File: src/rtl/a0_trace_fifo.sv
// Timestamped change log of the CPU a0 register: each new a0 value is paired with
// the free-running cycle count and queued in a first-word-fall-through FIFO.
module a0_trace_fifo #(
   parameter int DEPTH    = 16,
   parameter int TS_WIDTH = 32
) (
   input  logic                      clk,
   input  logic                      rst,
   input  logic                      en_i,
   input  logic [31:0]               a0_i,
   output logic                      valid_o,
   input  logic                      ready_i,
   output logic [31:0]               value_o,
   output logic [TS_WIDTH-1:0]       stamp_o,
   output logic [$clog2(DEPTH):0]    count_o,
   output logic                      overflow_o,
   input  logic                      clr_ovf_i
);

   localparam int AW = $clog2(DEPTH);
   localparam int CW = AW + 1;
   localparam logic [CW-1:0] FULL = CW'(DEPTH);

   typedef struct packed {
      logic [31:0]         value;
      logic [TS_WIDTH-1:0] stamp;
   } entry_t;

   entry_t              mem_q [DEPTH];
   entry_t              head;
   logic [TS_WIDTH-1:0] cnt_q, cnt_d;
   logic [31:0]         last_q, last_d;
   logic                primed_q, primed_d;
   logic [AW-1:0]       wptr_q, wptr_d, rptr_q, rptr_d;
   logic [CW-1:0]       count_q, count_d;
   logic                ovf_q, ovf_d;
   logic                det, push, pop, drop;

   always_comb begin
      det  = en_i && (!primed_q || (a0_i != last_q));
      pop  = (count_q != '0) && ready_i;
      // A full FIFO still takes the new entry when the head leaves on the same edge.
      push = det && ((count_q != FULL) || pop);
      drop = det && !push;

      cnt_d    = cnt_q + TS_WIDTH'(1);
      last_d   = det ? a0_i : last_q;
      primed_d = primed_q | det;
      wptr_d   = push ? wptr_q + AW'(1) : wptr_q;
      rptr_d   = pop  ? rptr_q + AW'(1) : rptr_q;

      count_d = count_q;
      if (push && !pop)      count_d = count_q + CW'(1);
      else if (pop && !push) count_d = count_q - CW'(1);

      ovf_d = ovf_q;
      if (drop)           ovf_d = 1'b1;
      else if (clr_ovf_i) ovf_d = 1'b0;
   end

   always_ff @(posedge clk or negedge rst) begin
      if (!rst) begin
         cnt_q    <= '0;
         last_q   <= '0;
         primed_q <= 1'b0;
         wptr_q   <= '0;
         rptr_q   <= '0;
         count_q  <= '0;
         ovf_q    <= 1'b0;
      end else begin
         cnt_q    <= cnt_d;
         last_q   <= last_d;
         primed_q <= primed_d;
         wptr_q   <= wptr_d;
         rptr_q   <= rptr_d;
         count_q  <= count_d;
         ovf_q    <= ovf_d;
      end
   end

   // Storage needs no reset: occupancy alone decides what is visible.
   always_ff @(posedge clk) begin
      if (push) mem_q[wptr_q] <= '{value: a0_i, stamp: cnt_q};
   end

   always_comb begin
      head       = mem_q[rptr_q];
      valid_o    = (count_q != '0);
      value_o    = valid_o ? head.value : '0;
      stamp_o    = valid_o ? head.stamp : '0;
      count_o    = count_q;
      overflow_o = ovf_q;
   end

endmodule

File: config.mk
export PLATFORM = sky130hd
export DESIGN_NAME = a0_trace_fifo
export DESIGN_NICKNAME = d
export VERILOG_FILES = /design/src/rtl/a0_trace_fifo.sv
export SDC_FILE = /design/constraint.sdc
export NUM_CORES = 1
export LEC_CHECK = 0
export CORE_ASPECT_RATIO = 0.5
export CORE_UTILIZATION = 55
export CTS_CLUSTER_DIAMETER = 150
export DETAILED_ROUTE_END_ITERATION = 8
export GPL_TIMING_DRIVEN = 0
export PLACE_DENSITY = 0.72
export SYNTH_ARGS = -nofsm -noshare
export SYNTH_HDL_FRONTEND = slang
export SYNTH_SLANG_ARGS = --single-unit
File: constraint.sdc
create_clock -name clk -period 7.6 [get_ports clk]
set_input_delay 1.9 -clock clk [delete_from_list [all_inputs] [get_ports clk]]
set_output_delay 1.9 -clock clk [all_outputs]
set_load 0.05 [all_outputs]
==> impl_metrics.ini <==
[setup_path]
crit_chain = clkbuf_1 > clkbuf_1 > buf_1 > mux4_2 > mux4_2 > and2_1 > clkdlybuf4s50_1
r2r_setup_slack_ns = 3.23
crit_path_top_delay_cell = buf_1
arrival_ns = 5.23
startpoint = rptr_q[0]
r2r_cells = 14
start_kind = register
critPathMaxStageDelay_ns = 0.92
endpoint = stamp_o[28]
crit_cells = 7
critPathTopFamily = buffers and inverters
required_ns = 5.70
path_class = reg -> out
crit_path_max_fanout = 10
r2r_start = last_q[28]
cp-end-kind = output pin
r2r_end = count_o[4]
critPathBufInv = 4

[hold_path]
holdCritPathClass = reg -> reg

[global_route]
antenna_found_initial = 2
first_global_vias = 20800
grt_usage_pct = 25.6
grt_pass1_wl_um = 143000
grt_max_degree = 42
grt_overflow = 0

[placement]
placed_area_mm2 = 0.0464
gp_congestion = 0.781
io_buffers = 107
dp_hpwl_um = 59000

[clock_network]
clockBufferDepth = 3
cts-root-buf = clkbuf_16
clkTransAtPathRegs_ns = 0.07
cts-hold-fix-buffers = 0
cts_resized = 0
cts_tree = yes
cts_setup_buffers = 0
clk_latency_ns = 0.67
cts_buffers = 93
htree_levels = 3
clock_sinks = 1103

[synth]
yosys.area.top_type = edfxtp_1
ys.flop_type = edfxtp_1
synth_cells = 1851
synth-async-reset-ratio_pct = 7.16
synth_nets = 1899
synth-seq-area-share_pct = 76.7
synth-seq-cells = 1103
synth_area_mm2 = 0.0427
avgSynthCellArea_um2 = 23.1
yosysWarnings = 0
synth_edf_count = 1024
synthTopCellsByArea = edfxtp_1 (72%), mux4_2 (17%), dfrtp_1 (4.6%), and2_1 (0.94%), xnor2_1 (0.84%)
synth_top_area_share_pct = 72.0
synth_cell_type_count = 36

[cells_and_area]
postLayoutCellArea_mm2 = 0.0495
drive_above_1_share_pct = 25.2
final_net_count = 2155
area_delta_synth_final_pct = 15.9
fill_cells = 4705
fin_util_pct = 65.1
diodes = 0

[routing]
drc = 0
drt_wl_total_um = 98400
postRouteAntennaNets = 0
drt-vias-per-instance = 6.44
dr.pass1.iters = 5
first_iter_violations = 2628
vias = 20700
avgRoutedWirePerCell_um = 30.7

[sta]
rsz0062_at_grt = no
fin_crit_sh_pct = 93.8
setup_viol = 0
slew_violations = 0
max_clock_freq_mhz = 140
finClkSkew_ns = 0.0258
worst_slew_pin_slew_ns = 1.30
fin_crit_ns = 7.13
hold_viol_final = 0
slew_headroom_pct = 13.6

[floorplanning]
row_count = 71
die_h_um = 199
fp.dieW_um = 396
ios = 108
die_area_mm2 = 0.0788
core-area_mm2 = 0.0760
initial_core_util_pct = 56.2

[power_and_ir_drop]
p_per_area_mw_per_mm2 = 382
ir_drop_mv = 0.236
leakage_nw = 15.1

[job]
maxCapViolations = 0

[run_status]
outcome = finished clean
## registers in the layout, summed over array words and instances, names as in the netlist
register and cells:
overflow_o 1, rptr_q 4, count_o 5, primed_q 1
wptr_q 4, last_q 32, mem_q 1024, cnt_q 32
## through the flow
stage               power (W)  TNS [ns]  cells  hold slack (ns)  worst slack [ns]
finish                 0.0189         0   3208            0.495             0.475
global placement       0.0141  -3294.52   2980            0.452             -3.55
detailed placement     0.0143         0   3034            0.464             0.784
global route           0.0195         0   3208            0.506             0.343
CTS                    0.0190         0   3208            0.496             0.435
floorplan              0.0119         0   1851            0.435              1.56
## worst min path at each step
stage / end / depth (start not counted) / slack [ns] / start
after floorplan: primed_q / 1 / 0.43 / primed_q
after global placement: primed_q / 1 / 0.45 / primed_q
after detailed placement: primed_q / 1 / 0.46 / primed_q
after CTS: primed_q / 1 / 0.50 / primed_q
after global routing: primed_q / 1 / 0.51 / primed_q
final: primed_q / 1 / 0.49 / primed_q
## cell type report
cell class | count | area, um2 | share of cell area, %
Buffer | 90 | 365 | 0.739
Inverter | 7 | 26.3 | 0.0531
Sequential cell | 1103 | 32700 | 66.2
Tap cell | 1022 | 1280 | 2.59
Clock inverter | 47 | 422 | 0.853
Clock buffer | 127 | 2610 | 5.27
Multi-Input combinational cell | 651 | 9690 | 19.6
Timing Repair Buffer | 161 | 2340 | 4.74
## worst register-to-register path: stages (launching register included)
cell,delay (ns)
dfrtp_1,0.39
xnor2_1,0.28
or4bb_1,0.50
or4_1,0.56
o31ai_4,0.60
buf_4,0.36
nor2b_1,0.15
ha_1,0.25
inv_1,0.14
ha_1,0.29
a21o_1,0.19
a21oi_1,0.17
xnor2_1,0.14
nor2_1,0.06
xor2_1,0.15
## per-layer routing
metal	routed length (um)	global-route usage [%]	part of all wire (%)	vias to the layer above
li1	-	-	-	8300
met1	40600	37.7	41	11200
met2	47800	40.9	49	989
met3	7860	4.21	8.0	152
met4	2110	6.08	2.1	0
met5	0	0	0	-
## synth_stat cells, types with 3 or more instances
master	number
a21oi_1	8
and2_1	64
and3_1	9
and4_1	5
buf_1	24
buf_6	3
clkbuf_1	61
dfrtp_1	79
edfxtp_1	1024
ha_1	10
inv_1	7
mux2_1	20
mux2_2	14
mux4_2	320
nand2_1	16
nand3_1	36
nand4_1	14
nor2_1	25
nor3_1	7
nor4_1	8
o21ai_0	6
or4_1	5
xnor2_1	41
xor2_1	29
## cell families (layout without fill, tap and decap cells)
logic type      count (synthesis)  after routing  synth area share, %
xor+xnor                       70             70                 1.44
compound gates                 20             20                0.293
flops                        1103           1103                 76.7
simple gates                  196            196                 2.56
fa+ha+maj                      11             11                0.340
mux                           354            354                 17.8
buf+inv                        97            432                0.917
## cell usage in the layout, fill, tap and decap left out, types with 3 or more instances in the layout
cell type and instances:
buf_12 28, nand3_1 36, and2_1 64, clkinv_1 13
mux2_2 14, nor3_1 7, mux2_1 20, a21oi_1 8
clkbuf_8 9, inv_1 7, o21ai_0 6, clkbuf_1 83
nor2_4 16, nor2_1 9, nand4_1 14, and4_1 5
ha_1 10, xor2_1 29, buf_16 26, xnor2_1 41
buf_1 24, nor4_1 8, dfrtp_1 79, or4_1 5
nand2_1 16, and3_1 9, edfxtp_1 1024, buf_6 3
clkdlybuf4s50_1 106, clkbuf_16 96, mux4_2 320, inv_6 3
clkinv_2 21, bufinv_16 7
## power by group
part,internal [W],leakage [nW],switching (W)
registers,0.00728,9.72,0.000169
logic,0.00275,3.84,0.00389
clock network,0.00265,1.50,0.00214
Note: power is estimated with default switching activity, not from simulation.
